### config.mk
export PLATFORM = sky130hd
export DESIGN_NAME = serial_adder_ctrl_flat
export DESIGN_NICKNAME = d
export VERILOG_FILES = /design/src/rtl/serial_adder_ctrl_if.sv /design/src/rtl/serial_adder_ctrl.sv /design/src/flat_wrapper.sv
export SDC_FILE = /design/constraint.sdc
export NUM_CORES = 1
export LEC_CHECK = 0
export ABC_AREA = 1
export CAP_MARGIN = 5
export CORE_MARGIN = 3
export CORE_UTILIZATION = 42
export CTS_BUF_LIST = sky130_fd_sc_hd__clkbuf_16
export DETAILED_ROUTE_END_ITERATION = 8
export GPL_TIMING_DRIVEN = 0
export PLACE_DENSITY = 0.71
export SLEW_MARGIN = 30
export SYNTH_ARGS = -nofsm -noshare
export SYNTH_HDL_FRONTEND = slang
export SYNTH_SLANG_ARGS = --single-unit
export TNS_END_PERCENT = 10
### constraint.sdc
create_clock -name clk -period 1 [get_ports clk]
set_input_delay 0.2 -clock clk [delete_from_list [all_inputs] [get_ports clk]]
set_output_delay 0.2 -clock clk [all_outputs]
set_load 0.03 [all_outputs]
### src/rtl/serial_adder_ctrl_if.sv
// Handshake and operand-bit bundle between a host, the two operand shift
// registers and the serial adder sequencer.
interface serial_adder_ctrl_if #(
  parameter int WIDTH = 8
);
  logic             start;
  logic             carry_in;
  logic             ready;
  logic             done;
  logic             sr_load;
  logic             sr_enable;
  logic             a_bit;
  logic             b_bit;
  logic [WIDTH-1:0] sum;
  logic             carry_out;
  logic             overflow;

  modport master (
    output start, carry_in, a_bit, b_bit,
    input  ready, done, sr_load, sr_enable, sum, carry_out, overflow
  );

  modport slave (
    input  start, carry_in, a_bit, b_bit,
    output ready, done, sr_load, sr_enable, sum, carry_out, overflow
  );
endinterface

### src/rtl/serial_adder_ctrl.sv
// Serial adder sequencer: loads both operand shift registers, then adds one bit
// per cycle LSB first. Define SERIAL_ADDER_OVF_EN to compute signed overflow.
module serial_adder_ctrl #(
  parameter int WIDTH = 8
) (
  input  logic                clk,
  input  logic                rst,
  serial_adder_ctrl_if.slave  bus
);
  localparam int            CW   = (WIDTH > 1) ? $clog2(WIDTH) : 1;
  localparam logic [CW-1:0] LAST = CW'(WIDTH - 1);

  typedef enum logic [1:0] {IDLE, LOAD, ADD, DONE} state_t;

  state_t           state_reg, state_next;
  logic [CW-1:0]    cnt_reg;
  logic             c_reg;
  logic [WIDTH-1:0] sum_reg;
  logic             co_reg;

  logic ready_dec, done_dec, load_dec, enable_dec;
  logic s_bit, maj, last;

  assign s_bit = bus.a_bit ^ bus.b_bit ^ c_reg;
  assign maj   = (bus.a_bit & bus.b_bit) | (bus.a_bit & c_reg) | (bus.b_bit & c_reg);
  assign last  = (cnt_reg == LAST);

  always_ff @(posedge clk or posedge rst) begin
    if (rst) state_reg <= IDLE;
    else     state_reg <= state_next;
  end

  always_comb begin
    state_next = state_reg;
    ready_dec  = 1'b0;
    done_dec   = 1'b0;
    load_dec   = 1'b0;
    enable_dec = 1'b0;
    case (state_reg)
      IDLE: begin
        ready_dec = 1'b1;
        if (bus.start) state_next = LOAD;
      end
      LOAD: begin
        load_dec   = 1'b1;
        enable_dec = 1'b1;
        state_next = ADD;
      end
      ADD: begin
        enable_dec = 1'b1;
        if (last) state_next = DONE;
      end
      DONE: begin
        done_dec   = 1'b1;
        state_next = IDLE;
      end
      default: state_next = IDLE;
    endcase
  end

  // Bit datapath: carry flop, result shift-in from the top, bit counter.
  always_ff @(posedge clk or posedge rst) begin
    if (rst) begin
      cnt_reg <= '0;
      c_reg   <= 1'b0;
      sum_reg <= '0;
      co_reg  <= 1'b0;
    end else begin
      case (state_reg)
        IDLE: begin
          if (bus.start) begin
            c_reg   <= bus.carry_in;
            sum_reg <= '0;
          end
        end
        LOAD: cnt_reg <= '0;
        ADD: begin
          c_reg   <= maj;
          sum_reg <= {s_bit, sum_reg[WIDTH-1:1]};
          cnt_reg <= cnt_reg + 1'b1;
          if (last) co_reg <= maj;
        end
        default: ;
      endcase
    end
  end

`ifdef SERIAL_ADDER_OVF_EN
  logic ovf_reg;

  // Carry into the MSB is c_reg during the last ADD cycle.
  always_ff @(posedge clk or posedge rst) begin
    if (rst)                                   ovf_reg <= 1'b0;
    else if (state_reg == IDLE && bus.start)   ovf_reg <= 1'b0;
    else if (state_reg == ADD && last)         ovf_reg <= c_reg ^ maj;
  end

  assign bus.overflow = ovf_reg;
`else
  assign bus.overflow = 1'b0;
`endif

  assign bus.ready     = ready_dec;
  assign bus.done      = done_dec;
  assign bus.sr_load   = load_dec;
  assign bus.sr_enable = enable_dec;
  assign bus.sum       = sum_reg;
  assign bus.carry_out = co_reg;
endmodule
### src/flat_wrapper.sv
// flat-port wrapper written by rule: the top's interface ports become plain ports
module serial_adder_ctrl_flat 
#(
  parameter int WIDTH = 8
)
  (clk, rst, bus_start, bus_carry_in, bus_a_bit, bus_b_bit, bus_ready, bus_done, bus_sr_load, bus_sr_enable, bus_sum, bus_carry_out, bus_overflow);
  serial_adder_ctrl_if #(.WIDTH(WIDTH)) bus_i ();
  input  logic clk;
  input  logic rst;
  input wire logic [$bits(bus_i.start)-1:0] bus_start;
  input wire logic [$bits(bus_i.carry_in)-1:0] bus_carry_in;
  input wire logic [$bits(bus_i.a_bit)-1:0] bus_a_bit;
  input wire logic [$bits(bus_i.b_bit)-1:0] bus_b_bit;
  output wire logic [$bits(bus_i.ready)-1:0] bus_ready;
  output wire logic [$bits(bus_i.done)-1:0] bus_done;
  output wire logic [$bits(bus_i.sr_load)-1:0] bus_sr_load;
  output wire logic [$bits(bus_i.sr_enable)-1:0] bus_sr_enable;
  output wire logic [$bits(bus_i.sum)-1:0] bus_sum;
  output wire logic [$bits(bus_i.carry_out)-1:0] bus_carry_out;
  output wire logic [$bits(bus_i.overflow)-1:0] bus_overflow;
  assign bus_i.start = bus_start;
  assign bus_i.carry_in = bus_carry_in;
  assign bus_i.a_bit = bus_a_bit;
  assign bus_i.b_bit = bus_b_bit;
  assign bus_ready = bus_i.ready;
  assign bus_done = bus_i.done;
  assign bus_sr_load = bus_i.sr_load;
  assign bus_sr_enable = bus_i.sr_enable;
  assign bus_sum = bus_i.sum;
  assign bus_carry_out = bus_i.carry_out;
  assign bus_overflow = bus_i.overflow;
  serial_adder_ctrl #(.WIDTH(WIDTH)) u_core (.clk(clk), .rst(rst), .bus(bus_i));
endmodule
# Yosys cells after proc, flatten, opt, wreduce, memory -nomap -nowiden
# Cells that the tools add are included.
# totals
out_inout_bits	14
mem_count	0
latchBits	0
in_bits	6
mem_bits_rw	0
reg_bits	15
rom_bits	0
# op_classes
n_lt_le_gt_ge	0
reduce_logical	7
mux	12
shifts	0
eq_ne	6
mul	0
add_sub_neg	1
bitwise_logic	7
div	0
# op_table
cell	count
$pmux 8 s2	1
$mux 8	1
$pmux 2 s4	1
$pmux 3 s2	1
$reduce_and 2->1	3
$mux 1	5
$eq 2x2->1 const B	2
$mux 2	2
$reduce_bool 2->1	2
$add 3x1->3 const B	1
$and 1x1->1	3
$eq 3x3->1 const B	1
$eq 2x1->1 const B	1
$logic_not 2->1	1
$ne 2x1->1 const B	1
$ne 2x2->1 const B	1
$or 1x1->1	2
$pmux 1 s2	1
$reduce_or 2->1	1
$xor 1x1->1	2

# Depth between registers and ports, before layout
# Gate-level depths: netlist (run 1).
# depth
ltp_word	4
depth_mapped	7
ltp_nobuf	7

# Worst setup path after synthesis (run 1)
# OpenSTA, ideal clock, no wires.
# synth_path
path_kind	reg2reg
from	register u_core.state_reg[0]
to	register u_core.sum_reg[7] (netlist: u_core.bus.sum[7])
t_arrival_ns	1.286
slack_ns	-0.404
period_less_slack_ns	1.404
required_time_ns	0.882
stages_incl_launch_ff	6
path_cell_list	dfrtp_1 inv_1 ha_1 nand2_1 nand3_1 nand2_1
# synth_via
elab_chain_cells	3
# synth_rtl
element	line_no	text
from (decl)	serial_adder_ctrl.sv:15	state_t state_reg, state_next;
from (signal assigned)	serial_adder_ctrl.sv:30	else state_reg <= state_next;
$eq 2x2->1 / $logic_not 2->1 (equally long branches)	serial_adder_ctrl.sv:69	case (state_reg)
$reduce_bool 2->1 (no line) / $ne 2x2->1 (equally long branches)	-	
$reduce_and 2->1 (no line)	-	
to (signal assigned)	serial_adder_ctrl.sv:79	sum_reg <= {s_bit, sum_reg[WIDTH-1:1]};
to (decl)	serial_adder_ctrl.sv:18	logic [WIDTH-1:0] sum_reg;
# Parallel ways exist; a longest one is shown, timed or not.
# A chain may end at the register's enable or synchronous reset.

# Final worst setup path (run 1)
# layout_path
from	register u_core.state_reg[0]
to	output bus_sr_enable
# layout_via
elab_chain_cells	3
# layout_rtl
element	line_no	text
$eq 2x1->1 / $eq 2x2->1 (equally long branches)	serial_adder_ctrl.sv:39	case (state_reg)
$reduce_or 2->1 (no line) (*)	-	
$mux 1 (*)	serial_adder_ctrl.sv:39	
to (decl)	flat_wrapper.sv:17	output wire logic [$bits(bus_i.sr_enable)-1:0] bus_sr_enable;
# Mark *: on every way between the ends. The rest lies on a longest branch, timed or not.

==> run summary, run 1 <==
Overall routed net length: 1.786 mm. During I/O placement, the number of pins put on the boundary was 20. The setup slack after layout is -0.3325 ns. The overall power of the completed layout was 0.004016 W. The clock network fraction of total power is 19.9%, and the clock-pin slew on the worst setup and hold paths is 0.05 ns. The run finished, with violations left. The register with the most flip-flops in the layout has 8 of them. The critical path starts at u_core.state_reg[0].

Power density over the cells: 3418 nW/µm². For this run, global-route usage on met2 was measured as 24.89%. For the count of TritonRoute iterations in the first routing pass, the log shows 4. TritonCTS built the clock tree.

Prior to clock tree synthesis, the placed netlist has a worst setup slack of -0.6246 ns. The x dimension of the die was 48.98 µm. Summed over all nets, the half-perimeter wirelength after detailed placement is 1.107 mm. Reg-to-reg endpoint: u_core.state_reg[0]. Sequential elements use 48.39% of the synthesized area. The run gives 16 as the largest net degree at the start of global routing. The first global-routing pass estimated 2.835 mm of wire.

Detailed routing inserted a total of 708 vias. The count of pins over their slew limit is 0, and the switching component of the power is 0.001734 W. 0 antenna diodes ended up in the layout. The number of DRC violations after detailed routing is 0, and the total negative setup slack is -5.122 ns. Buffers inserted during clock tree synthesis total 3. The detailed router finished its first iteration with 12 violations. The largest total area in the synthesized netlist belongs to sky130_fd_sc_hd__dfrtp_1. The count of cells in the finished layout, fillers not included, comes to 143. At the pin with the least slew margin, the transition time is 0.5581 ns. Once detail routing completed, the nets flagged for antenna violations numbered 0. The startpoint-to-endpoint class of the critical path was flip-flop to output port. The synthesized area divided by synthesized cell count came out at 8.432 µm².

The worst register-to-register path has a depth of 7. In the layout the commonest cells are sky130_fd_sc_hd__nand2_1 (27), sky130_fd_sc_hd__nand3_1 (19), sky130_fd_sc_hd__dfrtp_1 (14). Across the run, the number of max-cap violations was 0. Delay of the slowest cell on the worst path: 0.42 ns.

The number of standard cells after synthesis was 92; the met3 capacity usage during global routing was 3.670%. The run gives 0 as the hold buffer count at cts. The initial utilization of the core area, before any placement, comes to 48.14%. After layout, the worst path uses 133.3% of the clock period.

The floorplan step set the die height to 48.98 µm. The share of cells above drive strength 1 came out at 35.29%. In this run the critical register-to-register path is launched from u_core.state_reg[0]. Data on the critical path is required at its endpoint by 0.80 ns. Via count of the first global-routing pass: 637. The run gives 0.002045 V as the maximum resistive drop on vdd. The logs give 133 for the number of nets in the layout and 0.002282 W for the internal portion of total power.

For the number of antenna violations at the first check in global routing, the log shows 0. In this run, distinct cell masters in the synthesized netlist total 12. The congestion estimate from routability-driven global placement came to 0.7892. The number of cells after detailed placement is 134, and the total leakage power is 0.6183 nW. The slowest stage of the critical path belongs to the cell sky130_fd_sc_hd__dfrtp_1.

The min-delay analysis places its worst path in the category input port to async pin. Clock tree synthesis found a total of 15 sinks. For the insertion delay of the later-clocked pin in the worst-skew pair, the log shows 0.25 ns. The nature of the critical path startpoint was a flip-flop.

After synthesis the netlist holds a flip-flop and latch count of 15. The termination of the worst setup path was bus_sr_enable. The depth of the CTS H-tree was 1; the count of yosys warnings during synthesis was 0. STA classifies the critical path endpoint as an output port.

In this run the tightest slew margin relative to its limit is 62.75%. The overall die area was 2399 µm². The sequential fraction of design power is 24.6%, and the proportion of total power due to net switching is 43.17%. By area the synthesized netlist is led by sky130_fd_sc_hd__dfrtp_1 (48%), sky130_fd_sc_hd__nand2_1 (15%), sky130_fd_sc_hd__nand3_1 (12%). From synthesis to final layout, the design area changed by 51.45%. Clock tree synthesis selected as its root buffer the cell sky130_fd_sc_hd__clkbuf_16. In this run the worst path has a maximum fanout of 4. The arrival time reported for the critical path endpoint was 1.13 ns; the proportion of netlist area held by the largest area contributor was 48.39%. The slack of the worst reg-to-reg path was -0.26 ns. The run gives 105 as the synthesized net count. For this run the aggregate overflow at the end of global routing stands at 0. In this run the cell area measured after placement is 1011 µm². Combined global-route utilization of all metal layers: 15.43%. The run gives 18.46% as the global routing met1 resource utilization. The most heavily used metal layer in global routing is met2.

Final-report setup violation count: 28. The filler cells instantiated in the layout total 131. Area of the core: 1612 µm². Derived from the worst setup path, the maximum achievable clock frequency is 750.5 MHz. The clock passes through at most 2 buffers. Setup repair after global routing could not meet its margin everywhere. Walking the worst path, the cells encountered are inv_2 > ha_4 > buf_6.

The detail-routed via count per cell is 4.951, and the cell area after layout is 1175 µm². The tools report the number of endpoints with negative hold slack in the final report as 0. The mapped netlist covers 775.7 µm². In the final layout, the multi-input gates occupy 387.9 µm². The site row count came out at 14.

Subtracting the final worst setup slack from the clock period gives 1.333 ns. The number of buffer cells added on primary ports came out at 18. The checks that failed: negative setup slack.

Dividing the detail-routed wire length by the instance count gives 12.49 µm. The most frequent standard cell in the layout excluding fill and tap cells was sky130_fd_sc_hd__nand2_1. The sequential cells in the finished layout cover a total of 376.6 µm². Of the total power, combinational logic draws 55.5%. On the final layout, the worst clock skew is 0.003706 ns.
-- cell usage after synthesis, drive strengths merged --
master,count
dfrtp,15
nand3,19
fa,1
o21ai,2
buf,2
ha,6
inv,12
nand2,33
conb,1
nor2,1
-- final cells by class --
cell class | instances | area share (%)
plain buffers | 2 | 1.597
clock buffers | 3 | 6.390
clock inverters | 1 | 0.4260
inverters | 12 | 3.834
multi-input cells | 63 | 33.01
flip-flops and latches | 15 | 32.06
well taps | 24 | 2.556
repair buffers | 23 | 20.13
-- worst max-delay path: cells and delay by family (launching register included) --
kind / cells / cell delay [ns]
adder cells (fa/ha/maj): 1 / 0.27
buffers and inverters: 2 / 0.20
flip-flops: 1 / 0.42
-- worst min-delay path by stage --
stage	start	endpoint	cells after the start
after global placement	u_core.bus.carry_out	u_core.bus.carry_out	2
after floorplan	rst	u_core.bus.carry_out	1
after global routing	rst	u_core.cnt_reg[1]	2
after detailed placement	u_core.bus.carry_out	u_core.bus.carry_out	2
after CTS	rst	u_core.bus.sum[5]	2
final	rst	u_core.bus.sum[4]	2
-- power groups by stage --
stage / sequential [W] / combinational, W / clock, W
finish: 0.000989 / 0.00223 / 0.000799
global route: 0.00102 / 0.00243 / 0.000833
CTS: 0.000979 / 0.00197 / 0.000805
detailed placement: 0.000975 / 0.00189 / 0
global placement: 0.000968 / 0.00187 / 0
floorplan: 0.00114 / 0.00118 / 0
-- logic make-up after synthesis --
| kind of cell | Yosys count | share of synthesized area (%) |
|---|---|---|
| flip-flops | 15 | 48.39 |
| adder cells (fa/ha/maj) | 7 | 12.26 |
| AND/OR/NAND/NOR | 53 | 29.35 |
| buffers and inverters | 14 | 7.741 |
| AO/OA/AOI/OAI | 2 | 1.774 |
| other | 1 | 0.4834 |
-- metal layers --
metal,share of wire [%],vias up
li1,-,339
met1,40,337
met2,50,26
met3,6.6,6
met4,2.6,0
met5,0,-
-- per-stage QoR --
stage               hold slack, ns  utilization, %
global route                0.3681           72.90
finish                      0.3003           72.90
detailed placement          0.4773           62.73
CTS                         0.3250           69.41
floorplan                   0.1015               -
global placement            0.4670           62.73
-- what timing repair did --
item / in CTS / in global routing
buffers inserted: 1 / 3
endpoints found under the setup margin: 28 / 28
gates cloned: 0 / 1
resized for setup: 59 / 14
pin swaps: 4 / 1
No activity file was read; power rests on OpenSTA's default activity.
==> run 2, diff against run 1 <==
--- a/config.mk
+++ b/config.mk
@@ -6,7 +6,7 @@
 export NUM_CORES = 1
 export LEC_CHECK = 0
 export ABC_AREA = 1
-export CAP_MARGIN = 5
+export CAP_MARGIN = 20
 export CORE_MARGIN = 3
 export CORE_UTILIZATION = 42
 export CTS_BUF_LIST = sky130_fd_sc_hd__clkbuf_16
==> results of run 2 <==
The final DEF is identical to that of run 1; final timing and power are the same.
